===== src/rtl/parking_gate_controller_pkg.sv =====
// rtl/parking_gate_controller_pkg.sv - shared state encoding and defaults for the parking gate controller
package parking_gate_controller_pkg;

    localparam logic [15:0] PIN_DEFAULT          = 16'h5990;
    localparam int          MAX_ATTEMPTS_DEFAULT = 3;
    localparam int          CNT_W                = 2;

    typedef enum logic [2:0] {
        ST_IDLE        = 3'd0,
        ST_WAIT_PIN    = 3'd1,
        ST_OPEN        = 3'd2,
        ST_ALARM_PIN   = 3'd3,
        ST_ALARM_BLOCK = 3'd4
    } state_t;

endpackage


===== src/rtl/parking_gate_controller_ack_edge_detect.sv =====
// rtl/parking_gate_controller_ack_edge_detect.sv - rising-edge detector for the code acknowledge strobe
module ack_edge_detect (
    input  logic clk,
    input  logic rst,
    input  logic in,
    output logic rise
);

    logic r_in_q;

    // Clearing to 0 in reset is safe: the FSM sits in IDLE on the first edge, where a rise is ignored.
    always_ff @(posedge clk or negedge rst) begin
        if (!rst) begin
            r_in_q <= 1'b0;
        end else begin
            r_in_q <= in;
        end
    end

    assign rise = in & ~r_in_q;

endmodule


===== src/rtl/parking_gate_controller.sv =====
// rtl/parking_gate_controller.sv - PIN-guarded parking gate FSM with attempt counter and alarms
module parking_gate_controller
    import parking_gate_controller_pkg::*;
#(
    parameter logic [15:0] PIN          = PIN_DEFAULT,
    parameter int          MAX_ATTEMPTS = MAX_ATTEMPTS_DEFAULT
) (
    input  logic        clk,
    input  logic        rst,
    input  logic        vehicle_arrival,
    input  logic        vehicle_left,
    input  logic [15:0] code,
    input  logic        code_ack,
    output logic        gate_open,
    output logic        gate_close,
    output logic        wrong_pin,
    output logic        pin_alarm,
    output logic        block_alarm
);

    localparam logic [CNT_W-1:0] MAX_CNT = CNT_W'(MAX_ATTEMPTS);

    state_t             r_state;
    state_t             w_next_state;
    logic [CNT_W-1:0]   r_attempts;
    logic [CNT_W-1:0]   w_next_attempts;
    logic [CNT_W-1:0]   w_attempts_inc;
    logic               w_ack_rise;
    logic               w_code_ok;
    logic               w_accept;
    logic               w_wrong;
    logic               r_gate_open;
    logic               r_gate_close;
    logic               r_wrong_pin;
    logic               r_pin_alarm;
    logic               r_block_alarm;

    ack_edge_detect u_ack_edge (
        .clk  (clk),
        .rst  (rst),
        .in   (code_ack),
        .rise (w_ack_rise)
    );

    assign w_code_ok      = (code == PIN);
    assign w_accept       = w_ack_rise & w_code_ok;
    assign w_attempts_inc = (r_attempts == {CNT_W{1'b1}}) ? r_attempts : r_attempts + 1'b1;

    always_comb begin
        w_next_state    = r_state;
        w_next_attempts = r_attempts;
        w_wrong         = 1'b0;
        case (r_state)
            ST_IDLE: begin
                if (vehicle_arrival) begin
                    w_next_state = ST_WAIT_PIN;
                end
            end
            ST_WAIT_PIN: begin
                if (w_accept) begin
                    w_next_state    = ST_OPEN;
                    w_next_attempts = '0;
                end else if (w_ack_rise) begin
                    w_wrong         = 1'b1;
                    w_next_attempts = w_attempts_inc;
                    if (w_attempts_inc >= MAX_CNT) begin
                        w_next_state = ST_ALARM_PIN;
                    end
                end
            end
            ST_OPEN: begin
                // A second vehicle at the entry outranks the exit sensor.
                if (vehicle_arrival && vehicle_left) begin
                    w_next_state = ST_ALARM_BLOCK;
                end else if (vehicle_left) begin
                    w_next_state = ST_IDLE;
                end
            end
            ST_ALARM_PIN: begin
                if (w_accept) begin
                    w_next_state    = ST_OPEN;
                    w_next_attempts = '0;
                end
            end
            ST_ALARM_BLOCK: begin
                if (w_accept) begin
                    w_next_state    = ST_OPEN;
                    w_next_attempts = '0;
                end
            end
            default: begin
                w_next_state    = ST_IDLE;
                w_next_attempts = '0;
            end
        endcase
    end

    // Outputs are decoded from the next state so they appear on the same edge as the state change.
    always_ff @(posedge clk or negedge rst) begin
        if (!rst) begin
            r_state       <= ST_IDLE;
            r_attempts    <= '0;
            r_gate_open   <= 1'b0;
            r_gate_close  <= 1'b1;
            r_wrong_pin   <= 1'b0;
            r_pin_alarm   <= 1'b0;
            r_block_alarm <= 1'b0;
        end else begin
            r_state       <= w_next_state;
            r_attempts    <= w_next_attempts;
            r_gate_open   <= (w_next_state == ST_OPEN);
            r_gate_close  <= (w_next_state != ST_OPEN);
            r_wrong_pin   <= w_wrong;
            r_pin_alarm   <= (w_next_state == ST_ALARM_PIN);
            r_block_alarm <= (w_next_state == ST_ALARM_BLOCK);
        end
    end

    assign gate_open   = r_gate_open;
    assign gate_close  = r_gate_close;
    assign wrong_pin   = r_wrong_pin;
    assign pin_alarm   = r_pin_alarm;
    assign block_alarm = r_block_alarm;

endmodule


===== config.mk =====
export PLATFORM = sky130hd
export DESIGN_NAME = parking_gate_controller
export DESIGN_NICKNAME = d
export VERILOG_FILES = /design/src/rtl/parking_gate_controller_pkg.sv /design/src/rtl/parking_gate_controller_ack_edge_detect.sv /design/src/rtl/parking_gate_controller.sv
export SDC_FILE = /design/constraint.sdc
export NUM_CORES = 1
export LEC_CHECK = 0
export BUFFER_PORTS_ARGS = -buffer_cell sky130_fd_sc_hd__buf_4
export CAP_MARGIN = 10
export CELL_PAD_IN_SITES_DETAIL_PLACEMENT = 1
export CELL_PAD_IN_SITES_GLOBAL_PLACEMENT = 2
export CORE_MARGIN = 1
export CORE_UTILIZATION = 28
export DETAILED_ROUTE_END_ITERATION = 8
export PLACE_DENSITY_LB_ADDON = 0.1
export SYNTH_ARGS = -nofsm -noshare
export SYNTH_HDL_FRONTEND = slang
export SYNTH_SLANG_ARGS = --single-unit

===== constraint.sdc =====
create_clock -name clk -period 3.1 [get_ports clk]
set_input_delay 0.155 -clock clk [delete_from_list [all_inputs] [get_ports clk]]
set_output_delay 0.155 -clock clk [all_outputs]
set_load 0.01 [all_outputs]

==> results.md, run 1 <==
* Initial antenna violation count at 0
* Slew at the pin with the worst max-slew slack at 0.328 ns
* Endpoints failing hold at 0
* Distinct cell type count after synthesis at 27
* # hold bufs at CTS at 2
* Synthesized flop and latch total at 11
* Worst VDD drop at 458 uV
* Worst r2r dst: r_attempts[0]$_DFFE_PN0P_
* Clock Path Buffers at 2
* WHS at 0.203 ns
* Worst hold start: vehicle_arrival
* Die Wd at 46.4 um
* Setup tns final at 0 ns
* Final min period at 1.59 ns
* R2R depth at 4
* Grt ovf at 0
* Initial Util at 0.310
* Cells after Synth at 48
* Syn-to-layout area delta at 47.5%
* Global-route wire length before repair at 2340 um
* Internal reg-to-reg setup slack at 1.58 ns
* Top_reg_cell synth: dfrtp_1
* Final Instance Area at 816 um^2
* Hold path endpoint: r_state[0]$_DFF_PN0_
* Hpwl dp at 1120 um
* PwrDens at 624 mW/mm^2
* CP required at 3.26 ns
* Final period util at 0.513
* Area of the multi-input gates at 262 um^2
* CTS tree: done
* Final wirelength at 1380 um
* Top-area cell type share of the netlist area at 0.452
* Synth area leader: dfrtp_1
* First-pass detailed-route iteration total at 3
* DP Worst Slack at 1.45 ns
* Startpoint Class: input port
* Final Net Count at 100
* Share of layout cells above drive strength 1 at 0.474
* Setup bufs post-CTS at 0
* Port-buffer cells at 25
* RePlAce Congestion at 0.651
* Max-slew violation count at 0
* Syn_nets at 69
* Seq. cell area at 277 um^2
* Worst reg2reg startpoint: u_ack_edge.r_in_q$_DFF_PN0_
* DIE AREA at 0.00216 mm^2
* Residual DRC at 0
* Worst-path cell chain: dlygate4sd3_1, buf_4, nand2b_1, o31ai_1, o21ai_1, mux2_2
* Worst-case clock skew at 0.00332 ns
* I/O pins at 26
* Dpl cell area at 768 um^2
* Max Cap Viol at 0
* Drt wl/cell at 13.4 um
* Syn avg cell area at 11.5 um^2
* Crit path kind: input port to flop
* Crit-path slowest cell: dlygate4sd3_1
* Root buffer cell: clkbuf_4
* RSZ-0062 raised after global routing: false
* Slew margin rel. at 0.781
* CP peak stage delay at 0.53 ns
* Largest net degree at the start of global routing at 12
* Warnings from Yosys at 0
* Chip height at 46.4 um
* Routed vias/inst at 4.71
* Initial DRC Count at 6
* Leak Pwr at 0.000371 uW
* # diodes at 0
* Maximum net fanout on the critical path at 7
* DR vias at 485
* Reg clk slew, reported paths at 0.08 ns
* Critical Path AT at 1.74 ns
* Post-route setup slack at 1.51 ns
* Seq/Total Area, Yosys at 0.500
* Critical path endpoint category: flop
* CP startpoint: code_ack
* Final ANT Viol Nets at 0
* Worst hold path type: input port to flop
* Hold path depth at 3
* Synth top area cells: dfrtp_1 45%, nor4b_2 5.4%, o32ai_4 5.0%, dfstp_2 4.8%, and4bb_2 4.5%
* Achievable Freq at 629 MHz
* Netlist Area Pre-Place at 553 um^2
* Clock Sinks at 11
* H-tree levels at 1
* Post-synth EDFFs at 0
* CTS Buf Count at 3
* Core Area at 0.00178 mm^2
* Vias in the first global route at 528
* Post-CTS Resized at 0
* Worst-skew pair later-pin latency at 0.26 ns
* Total GRT Usage at 0.156
* FP Rows at 15
* # setup viols final at 0
* Run status: finished clean
* Asr flop ratio synth at 1.00
* Fillers at 212
sequential cells by signal (all words and copies together), names as in the netlist:
name,flops
r_state,3
r_attempts,2
block_alarm,1
gate_close,1
gate_open,1
pin_alarm,1
u_ack_edge.r_in_q,1
wrong_pin,1
where the power goes:
group	internal [uW]	switching (uW)	total (uW)	leakage (uW)
combinational	105	85.2	190	0.000215
sequential	183	38.3	221	0.000138
clock	47.6	50.6	98.2	0.0000177
total	335	174	509	0.000371
per-layer routing:
metal,track usage,part of all wire
met5,0,0
met4,0.0353,0.0073
met3,0.0471,0.065
met2,0.264,0.49
met1,0.193,0.44
worst max path at each step:
stage	end	slack (ns)	cells after the start
floorplan	r_attempts[0]$_DFFE_PN0P_	1.72	5
global placement	r_attempts[0]$_DFFE_PN0P_	1.49	6
detailed placement	r_attempts[0]$_DFFE_PN0P_	1.45	6
CTS	r_attempts[0]$_DFFE_PN0P_	1.50	6
global route	r_attempts[1]$_DFFE_PN0P_	1.32	6
finish	r_attempts[0]$_DFFE_PN0P_	1.51	6
layout by cell type, fill, tap and decap left out:
cell type	count
o32a_1	1
dfstp_2	1
o31ai_1	1
and2_1	1
dfrtp_1	10
clkbuf_4	3
o21ai_0	2
o31a_1	1
dlygate4sd3_1	2
nor2_1	5
nand2b_1	2
nor3b_1	1
o21ai_1	1
nand3_1	1
o32ai_4	1
mux2_2	1
xnor2_1	1
buf_4	25
nand4_2	1
a221oi_1	1
inv_1	3
clkinv_2	1
a21oi_1	3
a211oi_1	1
nor4b_2	2
nand4_1	1
and4bb_2	2
nor2b_1	1
nand2_1	1
and2b_1	1
area by class of cell:
cell class,instances,share of cell area
Clock buffer,3,0.0276
Timing Repair Buffer,27,0.255
Tap cell,25,0.0383
Inverter,3,0.0138
Sequential cell,11,0.339
Clock inverter,1,0.00613
Multi-Input combinational cell,33,0.321
through the flow:
step / std cells / total power [uW] / util
global placement: 97 / 410 / 0.431
global route: 103 / 549 / 0.458
finish: 103 / 509 / 0.458
detailed placement: 97 / 415 / 0.431
CTS: 103 / 518 / 0.458
floorplan: 48 / 344 / -
cells by family after synthesis:
logic type | Yosys count | share of synthesized area
muxes | 1 | 0.0204
xor gates and xnor gates | 1 | 0.0158
and+or+nand+nor | 19 | 0.256
DFF | 11 | 0.500
AOI/OAI and AO/OA | 12 | 0.181
buffers and inverters | 4 | 0.0271
synth_stat cells, types with 2 or more instances:
library cell  instances
dfrtp_1              10
nor2_1                5
a21oi_1               3
inv_1                 3
and4bb_2              2
nand2b_1              2
nor4b_2               2
o21ai_0               2
worst max-delay path: cells and delay by family:
| family | cells | cell delay, ns |
|---|---|---|
| buffers and inverters | 2 | 0.63 |
| multiplexers | 1 | 0.28 |
| AO/OA/AOI/OAI | 2 | 0.49 |
| AND/OR/NAND/NOR | 1 | 0.18 |
Note: power is estimated with default switching activity, not from simulation.
==> inputs of run 2 (changes only) <==
Settings changed: ABC_AREA set to 1, CORE_UTILIZATION 28 to 25.
Clock period 3.1 ns to 1.5 ns, I/O delays scaled along.
==> run 2 against run 1 <==
Against the previous run:
- the flow now finishes with violations (DRC)
- sequential share of layout area is 6.9 points lower
- clock power rose by 100%
- critical path depth grew 3
- clock skew decreased by 0.0020 ns
- core utilization shrank 9.2 points
- count of clock-buffer cells in the layout up 1
- synthesized cell count up 130%
- cell count is 68% higher
- wire length up 35%
- global-route usage down 1.8 points
==> results.md, run 2 <==
* I/O pins at 26 (unchanged)
* Final min period at 1.24 ns
* WHS at 0.0824 ns (was 0.203 ns)
* CTS tree: done (unchanged)
* Worst VDD drop at 713 uV (was 458 uV)
* Top-area cell type share of the netlist area at 0.333 (was 0.452)
* Fillers at 358 (was 212)
* Clock Path Buffers at 2 (unchanged)
* PwrDens at 1020 mW/mm^2 (was 624 mW/mm^2)
* Final ANT Viol Nets at 0 (unchanged)
* Final period util at 0.829
* Internal reg-to-reg setup slack at 0.27 ns (was 1.58 ns)
* Synthesized flop and latch total at 11 (unchanged)
* # diodes at 0 (unchanged)
* Critical path endpoint category: flop (unchanged)
* Syn-to-layout area delta at 36.3% (was 47.5%)
* Comb pwr share at 0.425 (was 0.373)
* Initial Util at 0.268 (was 0.310)
* Synth top area cells: dfrtp_1 33%, nand2_1 16%, nor2_1 11%, inv_1 8.5%, nor2_4 6.0% (was dfrtp_1 45%, nor4b_2 5.4%, o32ai_4 5.0%, dfstp_2 4.8%, and4bb_2 4.5%)
* Core Area at 0.00281 mm^2 (was 0.00178 mm^2)
* Reg clk slew, reported paths at 0.07 ns (was 0.08 ns)
* CP required at 1.66 ns (was 3.26 ns)
* # setup viols final at 0 (unchanged)
* Clk pwr share at 0.191 (was 0.193)
* Endpoints failing hold at 0 (unchanged)
* Synth top cells by count: 32 x nand2_1, 23 x nor2_1, 17 x inv_1, 10 x dfrtp_1, 8 x nand3_1 (was 10 x dfrtp_1, 5 x nor2_1, 3 x a21oi_1, 3 x inv_1)
* Netlist Area Pre-Place at 752 um^2 (was 553 um^2)
* Initial DRC Count at 12 (was 6)
* Hpwl dp at 1640 um (was 1120 um)
* Residual DRC at 4 (was 0)
* Die Wd at 56.8 um (was 46.4 um)
* Sequential Power Share at 0.383 (was 0.434)
* Max-slew violation count at 0 (unchanged)
* Achievable Freq at 804 MHz
* Critical Path AT at 1.40 ns (was 1.74 ns)
* Leak Pwr at 0.000541 uW (was 0.000371 uW)
* Largest regs: r_state: 3 flops, r_attempts: 2 flops (unchanged)
* Post-CTS Resized at 0 (unchanged)
* Root buffer cell: clkbuf_4 (unchanged)
* Seq/Total Area, Yosys at 0.368 (was 0.500)
* First-pass detailed-route iteration total at 5 (was 3)
* Top_reg_cell synth: dfrtp_1 (unchanged)
* Clock Sinks at 11 (unchanged)
* # hold bufs at CTS at 2 (unchanged)
* Grt ovf at 0 (unchanged)
* Max FFs per register at 3 (unchanged)
* H-tree levels at 1 (unchanged)
* CP startpoint: code_ack (unchanged)
* Final wirelength at 1870 um (was 1380 um)
* Post-synth EDFFs at 0 (unchanged)
* Top reg by flops: r_state (unchanged)
* Most frequent cell after synthesis: nand2_1 (was dfrtp_1)
* Cells after Synth at 111 (was 48)
* Global-route wire length before repair at 3460 um (was 2340 um)
* Most frequent cells in the layout: 32 x nand2_1, 25 x buf_4, 23 x nor2_1, 17 x inv_1, 10 x dfrtp_1 (was 25 x buf_4, 10 x dfrtp_1, 5 x nor2_1)
* Share of layout cells above drive strength 1 at 0.317 (was 0.474)
* Syn avg cell area at 6.77 um^2 (was 11.5 um^2)
* Startpoint Class: input port (unchanged)
* Largest net degree at the start of global routing at 12 (unchanged)
* Initial antenna violation count at 0 (unchanged)
* Slew margin rel. at 0.870 (was 0.781)
* Distinct cell type count after synthesis at 17 (was 27)
* RePlAce Congestion at 0.760 (was 0.651)
* Net switching power at 404 uW (was 174 uW)
* Port-buffer cells at 25 (unchanged)
* Asr flop ratio synth at 1.00 (unchanged)
* Chip height at 56.8 um (was 46.4 um)
* DR vias at 731 (was 485)
* Violated checks: DRC
* RSZ-0062 raised after global routing: false (unchanged)
* Worst reg2reg startpoint: r_state[1]$_DFF_PN0_ (was u_ack_edge.r_in_q$_DFF_PN0_)
* Switch share at 0.388 (was 0.342)
* Final Net Count at 164 (was 100)
* Drt wl/cell at 10.8 um (was 13.4 um)
* Slew at the pin with the worst max-slew slack at 0.194 ns (was 0.328 ns)
* FP Rows at 19 (was 15)
* DIE AREA at 0.00323 mm^2 (was 0.00216 mm^2)
* Worst-case clock skew at 0.00136 ns (was 0.00332 ns)
* CTS Buf Count at 3 (unchanged)
* Synth area leader: dfrtp_1 (unchanged)
* Critical Path Sink: pin_alarm$_DFF_PN0_ (was r_attempts[0]$_DFFE_PN0P_)
* Crit path kind: input port to flop (unchanged)
* Pint at 638 uW (was 335 uW)
* Warnings from Yosys at 0 (unchanged)
* Worst hold path type: input port to flop (unchanged)
* Routed vias/inst at 4.23 (was 4.71)
* R2R depth at 7 (was 4)
* Total GRT Usage at 0.138 (was 0.156)
* Vias in the first global route at 791 (was 528)
* Setup tns final at 0 ns (unchanged)
* Max Cap Viol at 0 (unchanged)
* Syn_nets at 132 (was 69)
* Run status: finished, violations left (was finished clean)
* Maximum net fanout on the critical path at 7 (unchanged)
* Setup bufs post-CTS at 0 (unchanged)
* Worst-skew pair later-pin latency at 0.27 ns (was 0.26 ns)
* Most common cell after layout, fill and taps aside: nand2_1 (was buf_4)
* Worst r2r dst: pin_alarm$_DFF_PN0_ (was r_attempts[0]$_DFFE_PN0P_)
-- run 2: cell types whose count changed in the layout (fill, tap and decap cells not counted), moves of 2 or more --
cell      before  now
nor2_2         0    3
nand3_1        1    8
nand2_1        1   32
and4bb_2       2    0
nor2_1         5   23
a21oi_2        0    3
nor4b_2        2    0
a21oi_1        3    1
nand2b_1       2    0
inv_1          3   17
nand2_2        0    3
nor2_4         0    4
-- run 2: layer usage --
layer	vias to the layer above	part of all wire	track usage	wire (um)
li1	396	-	-	-
met3	0	0.049	0.0415	92
met1	321	0.52	0.191	965
met4	0	0	0.0209	0
met2	14	0.43	0.218	807
met5	-	0	0	0
-- run 2: power by group through the flow --
stage          logic, uW  clock network, uW  registers, uW
3_5_place_dp         442                  0            405
5_1_grt              520                227            408
6_report             443                200            400
4_1_cts              449                209            399
2_1_floorplan        288                  0            404
3_3_place_gp         443                  0            403
-- run 2: worst min-delay path by stage --
stage / start / end / slack (ns) / cells past startpoint
6_report: vehicle_left / block_alarm$_DFF_PN0_ / 0.08 / 3
5_1_grt: vehicle_left / r_state[2]$_DFF_PN0_ / 0.1 / 3
4_1_cts: vehicle_left / block_alarm$_DFF_PN0_ / 0.08 / 3
3_5_place_dp: rst / block_alarm$_DFF_PN0_ / -0.08 / 1
3_3_place_gp: rst / block_alarm$_DFF_PN0_ / -0.08 / 1
2_1_floorplan: rst / block_alarm$_DFF_PN0_ / -0.22 / 0
-- run 2: cells by family (layout without fill, tap and decap cells) --
logic type	count (synthesis)	after routing	synth area share
buffers and inverters	18	49	0.0898
AOI/OAI and AO/OA	7	7	0.0682
DFF	11	11	0.368
and+or+nand+nor	75	75	0.474
-- run 2: critical path: stages --
cell	delay [ns]
dlygate4sd3_1	0.53
buf_4	0.10
inv_1	0.05
nor2_4	0.13
nand3_4	0.14
nand3_1	0.15
inv_1	0.07
nor2_2	0.10
nor2_1	0.06
-- run 2: metrics by stage --
step | utilization | power (uW) | instances | worst slack [ns] | instance area (um^2)
6_report | 0.365 | 1040 | 173 | 0.256 | 1020
5_1_grt | 0.365 | 1150 | 173 | 0.110 | 1020
4_1_cts | 0.365 | 1060 | 173 | 0.268 | 1020
3_5_place_dp | 0.349 | 847 | 167 | 0.287 | 978
3_3_place_gp | 0.349 | 846 | 167 | 0.263 | 978
2_1_floorplan | - | 692 | 111 | 0.434 | 752
-- run 2: cell type report --
type / instances / area [um^2] / share of cell area
clock buffers: 4 / 26.3 / 0.0256
multi-input cells: 82 / 408 / 0.398
inverters: 18 / 67.6 / 0.0659
flip-flops and latches: 11 / 277 / 0.270
repair buffers: 27 / 208 / 0.203
well taps: 31 / 38.8 / 0.0379
==> inputs of run 3 (changes only) <==
Settings changed: CORE_UTILIZATION 25 to 22.
Clock period 1.5 ns to 1 ns, I/O delays scaled along.
==> run 3 against run 2 <==
Against the previous run:
- critical path type is now flop to flop
- die area is 13% higher
- non-clock buffer count is 10 higher
- clock skew hardly changed
- critical endpoint is now gate_open$_DFF_PN0_
- the flow finishes with violations (setup timing)
- highest routed layer is now met4
- largest cell class unchanged
==> results.md, run 3 (synthesized netlist as in run 2, its figures left out) <==
* Worst hold path type: input port to flop (unchanged)
* Switch share at 0.380 (was 0.388)
* Clock Sinks at 11 (unchanged)
* R2R depth at 5 (was 7)
* Core Area at 0.00315 mm^2 (was 0.00281 mm^2)
* FP Rows at 20 (was 19)
* Most common cell after layout, fill and taps aside: buf_4 (was nand2_1)
* Dpl cell area at 0.00104 mm^2 (was 978 um^2)
* Initial antenna violation count at 0 (unchanged)
* Final Net Count at 174 (was 164)
* Routed vias/inst at 4.07 (was 4.23)
* Total GRT Usage at 0.134 (was 0.138)
* Largest net degree at the start of global routing at 12 (unchanged)
* Initial DRC Count at 9 (was 12)
* Clk pwr share at 0.171 (was 0.191)
* PwrDens at 1540 mW/mm^2 (was 1020 mW/mm^2)
* Finished Layout Cells at 196 (was 173)
* DIE AREA at 0.00366 mm^2 (was 0.00323 mm^2)
* Global-route wire length before repair at 3570 um (was 3460 um)
* Worst reg2reg startpoint: r_state[0]$_DFF_PN0_ (was r_state[1]$_DFF_PN0_)
* WHS at 0.0706 ns (was 0.0824 ns)
* CTS tree: done (unchanged)
* Comb pwr share at 0.482 (was 0.425)
* # setup viols final at 9 (was 0)
* # diodes at 0 (unchanged)
* DR vias at 797 (was 731)
* Cells after DPL at 186 (was 167)
* Clock Path Buffers at 2 (unchanged)
* Fillers at 412 (was 358)
* RSZ-0062 raised after global routing: true (was false)
* Root buffer cell: clkbuf_4 (unchanged)
* I/O pins at 26 (unchanged)
* Final Instance Area at 0.00115 mm^2 (was 0.00102 mm^2)
* Endpoints failing hold at 0 (unchanged)
* Maximum net fanout on the critical path at 6 (was 7)
* Worst VDD drop at 862 uV (was 713 uV)
* Hpwl dp at 1710 um (was 1640 um)
* Port-buffer cells at 25 (unchanged)
* Final min period at 1.22 ns
* Setup tns final at -1.32 ns (was 0 ns)
* Reg clk slew, reported paths at 0.07 ns (about the same)
* Internal reg-to-reg setup slack at -0.22 ns (was 0.27 ns)
* First-pass detailed-route iteration total at 2 (was 5)
* Crit path kind: flop to flop (was input port to flop)
* Vias in the first global route at 831 (was 791)
* Violated checks: setup timing (was DRC)
* Worst-skew pair later-pin latency at 0.27 ns (about the same)
* Critical path endpoint category: flop (unchanged)
* Most frequent cells in the layout: 35 x buf_4, 32 x nand2_1, 20 x nor2_1, 13 x inv_1, 8 x dfrtp_1 (was 32 x nand2_1, 25 x buf_4, 23 x nor2_1, 17 x inv_1, 10 x dfrtp_1)
* Sequential Power Share at 0.347 (was 0.383)
* Final period util at 1.22
* Grt ovf at 0 (unchanged)
* Max Cap Viol at 0 (unchanged)
* CP required at 1.16 ns (was 1.66 ns)
* Slew at the pin with the worst max-slew slack at 0.210 ns (was 0.194 ns)
* Startpoint Class: flop (was input port)
* Max FFs per register at 3 (unchanged)
* H-tree levels at 1 (unchanged)
* Leak Pwr at 0.000593 uW (was 0.000541 uW)
* Residual DRC at 0 (was 4)
* Critical Path Sink: gate_open$_DFF_PN0_ (was pin_alarm$_DFF_PN0_)
* Max-slew violation count at 0 (unchanged)
* Chip height at 60.5 um (was 56.8 um)
* Achievable Freq at 817 MHz
* Final ANT Viol Nets at 0 (unchanged)
* CP startpoint: r_state[0]$_DFF_PN0_ (was code_ack)
* CTS Buf Count at 3 (unchanged)
* Run status: finished, violations left (unchanged)
* Syn-to-layout area delta at 52.7% (was 36.3%)
* Net switching power at 672 uW (was 404 uW)
* RePlAce Congestion at 0.731 (was 0.760)
* Pint at 1100 uW (was 638 uW)
* Initial Util at 0.238 (was 0.268)
* Die Wd at 60.5 um (was 56.8 um)
* Slew margin rel. at 0.860 (was 0.870)
* Post-route setup slack at -0.224 ns (was 0.256 ns)
* Final wirelength at 2080 um (was 1870 um)
* Critical Path AT at 1.38 ns (was 1.40 ns)
* Top reg by flops: r_state (unchanged)
* Share of layout cells above drive strength 1 at 0.447 (was 0.317)
* Worst r2r dst: gate_open$_DFF_PN0_ (was pin_alarm$_DFF_PN0_)
* Largest regs: r_state: 3 flops, r_attempts: 2 flops (unchanged)
* Drt wl/cell at 10.6 um (was 10.8 um)
* Worst-case clock skew at 0.00185 ns (was 0.00136 ns)
==> run 3: cell types whose count changed in the layout (fill, tap and decap cells not counted), moves of 3 or more <==
cell	change
buf_4	+10
inv_1	-4
inv_2	+4
nor2_1	-3
nor2_2	+3
==> run 3: power by group through the flow <==
| stage | Sequential [uW] | Clock, uW | Combinational [uW] |
|---|---|---|---|
| after floorplan | 606 | 0 | 432 |
| after global placement | 611 | 0 | 742 |
| after detailed placement | 614 | 0 | 749 |
| after CTS | 616 | 325 | 851 |
| after global routing | 627 | 340 | 958 |
| final | 614 | 302 | 851 |
==> run 3: worst min-delay path by stage <==
stage,start,end,slack [ns],cells past startpoint
after floorplan,rst,block_alarm$_DFF_PN0_,-0.25,0
final,vehicle_left,block_alarm$_DFF_PN0_,0.07,3
after global placement,rst,block_alarm$_DFF_PN0_,-0.10,1
after CTS,vehicle_left,block_alarm$_DFF_PN0_,0.07,3
after global routing,vehicle_left,block_alarm$_DFF_PN0_,0.11,3
after detailed placement,rst,block_alarm$_DFF_PN0_,-0.10,1
==> run 3: layer usage <==
metal	global-route usage	up-vias	routed length [um]	part of all wire
met4	0.0292	0	8	0.0038
met5	0	-	0	0
met1	0.175	361	1000	0.48
li1	-	416	-	-
met3	0.0405	2	111	0.053
met2	0.220	18	961	0.46
==> run 3: worst max-delay path, stage by stage, from the launching register on <==
cell      delay, ns
dfrtp_2        0.46
a21oi_2        0.21
nor2_4         0.09
a21boi_2       0.16
nor2_1         0.14
nor2_1         0.06
==> run 3: area by class of cell <==
class                      count  area (um^2)  area share
inverter                      18         67.6      0.0588
tap                           44         55.1      0.0479
clock buffer                   4         26.3      0.0229
timing repair buffer          37          283       0.246
sequential                    11          279       0.243
multi-input combinational     82          438       0.381
==> run 3: repair_timing <==
action                                  4_1_cts  5_1_grt
endpoints found under the hold margin        12        0
pin swaps                                     3        0
endpoints found under the setup margin       10       10
resized for setup                            12        2
buffers inserted                              4        0
hold buffers                                  2        0
==> run 3: per-stage QoR <==
| stage | utilization | worst slack (ns) | total power (uW) |
|---|---|---|---|
| floorplan | - | -0.0664 | 1040 |
| global placement | 0.330 | -0.236 | 1350 |
| detailed placement | 0.330 | -0.225 | 1360 |
| CTS | 0.362 | -0.176 | 1790 |
| global route | 0.364 | -0.282 | 1930 |
| finish | 0.364 | -0.224 | 1770 |
